## config.mk

```make
export PLATFORM = sky130hd
export DESIGN_NAME = pll_lock_supervisor
export DESIGN_NICKNAME = d
export VERILOG_FILES = /design/src/rtl/pll_lock_supervisor.sv
export SDC_FILE = /design/constraint.sdc
export NUM_CORES = 1
export LEC_CHECK = 0
export CAP_MARGIN = 20
export CORE_MARGIN = 1
export CORE_UTILIZATION = 60
export CTS_CLUSTER_SIZE = 14
export DETAILED_ROUTE_END_ITERATION = 10
export PLACE_DENSITY_LB_ADDON = 0.08
export SYNTH_ARGS = -nofsm -noshare
export SYNTH_HDL_FRONTEND = slang
export SYNTH_SLANG_ARGS = --single-unit
```

## constraint.sdc

```tcl
create_clock -name clk -period 3.5 [get_ports clk]
set_input_delay 0.35 -clock clk [delete_from_list [all_inputs] [get_ports clk]]
set_output_delay 0.35 -clock clk [all_outputs]
set_load 0.005 [all_outputs]
```

## src/rtl/pll_lock_supervisor.sv

```systemverilog
// PLL lock supervisor: per-PLL reset/lock/stability sequencing that produces a clean fabric reset.
// Optional lock-loss counter is built only when LOCK_SUPERVISOR_LOSS_COUNTER_EN is defined.
//
// state        | meaning
// RESET_PULSE  | pll_reset held high for RESET_PULSE_CYCLES
// WAIT_LOCK    | reset released, waiting for synced lock or timeout
// STABLE       | lock seen, counting consecutive locked cycles
// LOCKED       | lock stable, PLL contributes to all_locked
// FAILED       | retries exhausted, pll_reset held until clear_failed
module pll_lock_supervisor #(
  parameter int NUM_PLLS           = 2,
  parameter int RESET_PULSE_CYCLES = 16,
  parameter int TIMEOUT_CYCLES     = 125000,
  parameter int STABLE_CYCLES      = 1024,
  parameter int MAX_RETRIES        = 4
) (
  input  logic                clk,
  input  logic                rst_n,
  input  logic [NUM_PLLS-1:0] pll_lock,
  input  logic                clear_failed,
  output logic [NUM_PLLS-1:0] pll_reset,
  output logic                sys_rst_n,
  output logic                all_locked,
  output logic [NUM_PLLS-1:0] failed,
  output logic [7:0]          lock_loss_count
);

  localparam int MAX_TS  = (TIMEOUT_CYCLES > STABLE_CYCLES) ? TIMEOUT_CYCLES : STABLE_CYCLES;
  localparam int MAX_CNT = (MAX_TS > RESET_PULSE_CYCLES) ? MAX_TS : RESET_PULSE_CYCLES;
  localparam int CW      = $clog2(MAX_CNT + 1);
  localparam int RW      = (MAX_RETRIES > 0) ? $clog2(MAX_RETRIES + 1) : 1;

  localparam logic [CW-1:0] PULSE_LAST   = CW'(RESET_PULSE_CYCLES - 1);
  localparam logic [CW-1:0] TIMEOUT_LAST = CW'(TIMEOUT_CYCLES - 1);
  localparam logic [CW-1:0] STABLE_LAST  = CW'(STABLE_CYCLES - 1);
  localparam logic [RW-1:0] RETRY_LIMIT  = RW'(MAX_RETRIES);

  typedef enum logic [2:0] {
    RESET_PULSE,
    WAIT_LOCK,
    STABLE,
    LOCKED,
    FAILED
  } state_t;

  logic [NUM_PLLS-1:0] lock_meta;
  logic [NUM_PLLS-1:0] lock_s;
  logic [NUM_PLLS-1:0] locked_vec;

  always_ff @(posedge clk) begin
    if (!rst_n) begin
      lock_meta <= '0;
      lock_s    <= '0;
    end else begin
      lock_meta <= pll_lock;
      lock_s    <= lock_meta;
    end
  end

  for (genvar i = 0; i < NUM_PLLS; i++) begin : g_pll
    state_t        state, state_next;
    logic [CW-1:0] cnt, cnt_next;
    logic [RW-1:0] retries, retries_next;

    always_ff @(posedge clk) begin
      if (!rst_n) begin
        state   <= RESET_PULSE;
        cnt     <= '0;
        retries <= '0;
      end else begin
        state   <= state_next;
        cnt     <= cnt_next;
        retries <= retries_next;
      end
    end

    always_comb begin
      state_next   = state;
      cnt_next     = cnt;
      retries_next = retries;
      case (state)
        RESET_PULSE: begin
          if (cnt == PULSE_LAST) begin
            state_next = WAIT_LOCK;
            cnt_next   = '0;
          end else begin
            cnt_next = cnt + CW'(1);
          end
        end
        WAIT_LOCK: begin
          // The cycle that first sees lock counts as the first cycle of the stable window.
          if (lock_s[i]) begin
            state_next = STABLE;
            cnt_next   = CW'(1);
          end else if (cnt == TIMEOUT_LAST) begin
            cnt_next = '0;
            if (retries == RETRY_LIMIT) begin
              state_next = FAILED;
            end else begin
              state_next   = RESET_PULSE;
              retries_next = retries + RW'(1);
            end
          end else begin
            cnt_next = cnt + CW'(1);
          end
        end
        STABLE: begin
          if (!lock_s[i]) begin
            state_next = WAIT_LOCK;
            cnt_next   = '0;
          end else if (cnt >= STABLE_LAST) begin
            state_next   = LOCKED;
            cnt_next     = '0;
            retries_next = '0;
          end else begin
            cnt_next = cnt + CW'(1);
          end
        end
        LOCKED: begin
          if (!lock_s[i]) begin
            state_next = WAIT_LOCK;
            cnt_next   = '0;
          end
        end
        FAILED: begin
          if (clear_failed) begin
            state_next   = RESET_PULSE;
            cnt_next     = '0;
            retries_next = '0;
          end
        end
        default: begin
          state_next   = RESET_PULSE;
          cnt_next     = '0;
          retries_next = '0;
        end
      endcase
    end

    assign pll_reset[i]  = (state == RESET_PULSE) || (state == FAILED);
    assign failed[i]     = (state == FAILED);
    assign locked_vec[i] = (state == LOCKED);
  end

  always_ff @(posedge clk) begin
    if (!rst_n) begin
      all_locked <= 1'b0;
      sys_rst_n  <= 1'b0;
    end else begin
      all_locked <= &locked_vec;
      sys_rst_n  <= all_locked && !(|failed);
    end
  end

`ifdef LOCK_SUPERVISOR_LOSS_COUNTER_EN
  logic [NUM_PLLS-1:0] loss;
  logic [3:0]          loss_pop;
  logic [8:0]          loss_sum;
  logic [7:0]          loss_cnt;

  assign loss = locked_vec & ~lock_s;

  always_comb begin
    loss_pop = '0;
    for (int k = 0; k < NUM_PLLS; k++) begin
      loss_pop = loss_pop + {3'b000, loss[k]};
    end
  end

  assign loss_sum = {1'b0, loss_cnt} + {5'b00000, loss_pop};

  always_ff @(posedge clk) begin
    if (!rst_n) begin
      loss_cnt <= '0;
    end else begin
      loss_cnt <= loss_sum[8] ? 8'hFF : loss_sum[7:0];
    end
  end

  assign lock_loss_count = loss_cnt;
`else
  assign lock_loss_count = 8'h00;
`endif

endmodule

```

Yosys cells after proc, flatten, opt, wreduce, memory -nomap -nowiden --
Index checks and enable logic that the tools add are counted.
Operators by class: add/subtract/negate cells 4, $lt $le $gt $ge 2, equal/unequal tests 34, mux-type cells 44, bitwise logic cells 2, reductions and logical operators 16
Operators by type and width (count):
- $mux 17 | 13
- $pmux 17 s5 | 2
- $mux 3 | 25
- $add 17x1->17 const B | 2
- $eq 17x17->1 const B | 2
- $eq 17x4->1 const B | 2
- $ge 17x10->1 const B | 2
- $ne 2x2->1 const B | 16
- $pmux 3 s5 | 2
- $pmux 3 s4 | 2
- $reduce_and 7->1 | 2
- $eq 3x2->1 const B | 4
- $eq 3x3->1 const B | 4
- $ne 3x3->1 const B | 4
- $reduce_and 5->1 | 2
- $add 3x1->3 const B | 2
- $eq 3x1->1 const B | 2
- $logic_not 3->1 | 2
- $reduce_and 2->1 | 3
- $reduce_or 2->1 | 3
- $logic_or 1x1->1 | 2
- $not 1->1 | 2
- $logic_and 1x1->1 | 1
- $logic_not 1->1 | 1
Word-level totals: register bits 52, bits of input ports 5, output and inout bits 14, logic and storage cells 112

Depth between registers and ports, before layout --
depth in word-level cells 5, depth in mapped cells 8, mapped depth without buffers 8

Least setup slack after synthesis --
No wires, ideal clock.
kind register to register, from register g_pll[1].cnt[13], to register g_pll[1].retries[2], library setup time 0.070 ns, arrival 2.086 ns, data required time 3.430 ns, setup slack 1.343 ns, stages on the path, launching flop included 7, buffers on the path 0, clock period less this slack 2.157 ns, cells stage by stage dfxtp_1 nand3_2 or4_1 o31a_1 a311o_1 or4_1 a21oi_1
Between the ends: word-level cells in the longest chain between the ends 3, elaborated cells on any way between the ends 5, classes of those cells order compare (1); eq/ne (3); reduce/logical (1)
Ends and longest elaborated chain:
- from (decl) | line 62 | logic [CW-1:0] cnt, cnt_next;
- from (signal assigned) | line 72 | cnt <= cnt_next;
- $ge 17x10->1 or $eq 17x17->1 (tied branches) | line 111, 95
- $ne 2x2->1 (no source line)
- $reduce_and 7->1 (no source line) *
- to (signal assigned) | line 73 | retries <= retries_next;
- to (decl) | line 63 | logic [RW-1:0] retries, retries_next;
Mark *: on every way between the ends. The rest lies on a longest branch, timed or not. A chain may end at the register's enable or synchronous reset.

Worst setup path after layout --
from register g_pll[1].cnt[0], to register g_pll[1].cnt[15]
Between the ends: word-level cells in the longest chain between the ends 4, elaborated cells on any way between the ends 10, classes of those cells add/sub (1); order compare (1); eq/ne (2); mux (6)
Ends and longest elaborated chain:
- $add 17x1->17 (tied with other cells) | line 87, 104, 116
- $mux 17, on equally long branches | line 111, 95
- $mux 17, on equally long branches | line 108, 92
- $pmux 17 s5 * | line 81 | case (state)
Marks and branches as above.

==> impl_metrics.json <==
{
  "run_status": "complete, no violations",
  "synthCells": 388,
  "end_kind": "register",
  "hpwl_mm": 4.33,
  "ys.flop_type": "dfxtp_1",
  "r2r-start": "g_pll[1].cnt[0]$_SDFFE_PN0P_",
  "fp-row-count": 25,
  "tightest_slew_ns": 0.824,
  "grt_pass1_wl_mm": 10.5,
  "p_total_w": 0.00111,
  "ys_ff_latch": 52,
  "drt_iter0_markers": 211,
  "hp-start": "lock_meta[1]$_SDFF_PN0_",
  "viasPerCell": 6.03,
  "fin_crit_sh_pct": 74.4,
  "fin_ws_ns": 0.897,
  "ios": 19,
  "setup_viol": 0,
  "async_reset_ff_share_pct": 0,
  "drv_slew": 0,
  "clock-root-buffer": "clkbuf_8",
  "vias": 2756,
  "die_w_um": 72.0,
  "ant_nets": 0,
  "power.leakage_nw": 1.16,
  "yosys_warnings": 0,
  "drv_cap": 0,
  "synth_edf_count": 0,
  "dieArea_um2": 5180,
  "cts.sinks": 52,
  "grt_max_degree": 19,
  "hold_buffers": 0,
  "holdWs_ns": 0.439,
  "cp_data_required_time_ns": 3.71,
  "worstPathArrival_ns": 2.81,
  "cts_max_path_buffers": 2,
  "path_max_fanout": 11,
  "drc_errors": 0,
  "final_layout_size_suffix_gt1_share_pct": 5.13,
  "numCtsBuffers": 5,
  "cts_tree": "yes",
  "p_per_area_nw_per_um2": 355,
  "h-tree-depth": 2,
  "min_path_type": "reg2reg",
  "antenna_found_initial": 0,
  "yosysSeqAreaShare_pct": 35.4,
  "syn_area_um2": 2940,
  "max-slew-margin-rel_pct": 44.8,
  "vdd_drop_max_uv": 207,
  "fin_nets": 401,
  "synth_largest_area_cell": "dfxtp_1",
  "drt-total-wl_mm": 6.23,
  "ctsResizeCount": 0,
  "hold_viol": 0,
  "grt_pass1_vias": 2302,
  "antenna_cells": 0,
  "place.gp.congestion": 0.897,
  "start_kind": "register",
  "grt.total_usage_pct": 25.2,
  "crit_type": "reg2reg",
  "yosys-top-cells-area": "dfxtp_1, nand2_1, a21oi_1",
  "cts_setup_buffers": 0,
  "synth_cell_types": 50,
  "critical_path.startpoint": "g_pll[1].cnt[0]$_SDFFE_PN0P_",
  "finalNonFillerCells": 457,
  "pre_cts_ws_ns": 0.962,
  "clkSlewWorstSetupHoldPaths_ns": 0.09,
  "synth_top_area_share_pct": 35.4,
  "avgSynthCellArea_um2": 7.58,
  "setup_tns_ns": 0,
  "die_h_um": 72.0,
  "core-area_um2": 4720,
  "min_period_ns": 2.60,
  "rsz0062_at_grt": "false",
  "port_buffers": 10,
  "max_freq_ghz": 0.384,
  "clk_latency_ns": 0.31,
  "post-place-cells": 450,
  "area_growth_pct": 6.09,
  "firstDrtPassIters": 6,
  "wl_per_cell_um": 13.6,
  "start_util_pct": 62.3,
  "overflow": 0,
  "fin_skew_ns": 0.00880
}
kinds of logic (layout without fill, tap and decap cells):
kind of cell / count (synthesis) / in the layout / synth area share, %
compound gates: 92 / 92 / 19.6
xor+xnor: 6 / 6 / 1.79
fa+ha+maj: 6 / 6 / 2.55
buf+inv: 38 / 33 / 6.00
flops: 52 / 52 / 35.4
other cells: 1 / 8 / 0.128
simple gates: 193 / 193 / 34.5
cell type report:
| cell class | instances | area [µm²] |
|---|---|---|
| fillers | 421 | 1600 |
| clock buffers | 6 | 72.6 |
| clock inverters | 1 | 5.00 |
| well taps | 67 | 83.8 |
| inverters | 14 | 52.6 |
| multi-input cells | 305 | 1750 |
| repair buffers | 12 | 115 |
| flip-flops and latches | 52 | 1040 |
layout by cell type, fill, tap and decap left out, types with 9 or more instances in the layout:
| master | synthesis | routed |
|---|---|---|
| and3_1 | 13 | 13 |
| nor2b_1 | 9 | 9 |
| inv_1 | 13 | 13 |
| nor2_1 | 32 | 32 |
| nand2_1 | 43 | 43 |
| nand4_1 | 11 | 11 |
| a31oi_1 | 14 | 14 |
| a21oi_1 | 30 | 30 |
| dfxtp_1 | 52 | 52 |
| nor3_1 | 16 | 16 |
| nand3_1 | 23 | 23 |
| o21ai_0 | 19 | 19 |
| clkdlybuf4s50_1 | 0 | 10 |
layer usage:
layer,up-vias,track usage (%),part of all wire (%)
li1,1391,-,-
met1,1274,37.1,50
met2,83,37.4,43
met3,8,4.44,5.2
met4,0,7.63,1.2
met5,-,0,0
per-stage QoR:
stage | cell area (µm²) | util, %
floorplan | 2970 | -
finish | 3120 | 66.0
global route | 3120 | 66.0
CTS | 3120 | 66.0
detailed placement | 3040 | 64.4
global placement | 3040 | 64.4
Yosys cell counts, types with 2 or more instances:
master / n
a211oi_1: 2
a21o_1: 5
a21oi_1: 30
a221o_1: 2
a22o_1: 2
a31oi_1: 14
and2_1: 5
and3_1: 13
buf_2: 3
buf_4: 8
clkbuf_1: 12
dfxtp_1: 52
ha_1: 6
inv_1: 13
nand2_1: 43
nand2b_1: 8
nand3_1: 23
nand4_1: 11
nand4b_1: 3
nor2_1: 32
nor2b_1: 9
nor3_1: 16
nor3b_1: 2
nor4_1: 7
nor4b_1: 2
o211ai_1: 5
o21a_1: 3
o21ai_0: 19
or2_2: 4
or3_1: 3
or3b_2: 4
or4_1: 5
xnor2_1: 2
xor2_1: 4
sequential cells by signal, indices dropped and copies added, names as in the netlist:
name           cells
lock_meta          2
g_pll.retries      6
sys_rst_n          1
g_pll.state        6
all_locked         1
g_pll.cnt         34
lock_s             2
report_power, final:
part	total [W]	switching [W]	internal (W)
logic	0.000143	0.0000826	0.0000602
registers	0.000636	0.0000283	0.000608
clock network	0.000329	0.000192	0.000137
worst paths after layout:
check,end,slack [ns],cells after the start
worst max register to register,g_pll[1].cnt[15]$_SDFFE_PN0P_,0.90,7
worst min-delay path,lock_s[1]$_SDFF_PN0_,0.44,1
worst max-delay path,g_pll[1].cnt[15]$_SDFFE_PN0P_,0.90,7
worst min register to register,lock_s[1]$_SDFF_PN0_,0.44,1
critical path, cell delays in order, from the launching register on:
cell and delay, ns:
dfxtp_1 0.50, ha_1 0.28, nor2b_1 0.15, nand4_1 0.16, o41ai_1 0.47, a31oi_1 0.40, and3_1 0.30, a221o_1 0.25
Note: power is estimated with default switching activity, not from simulation.
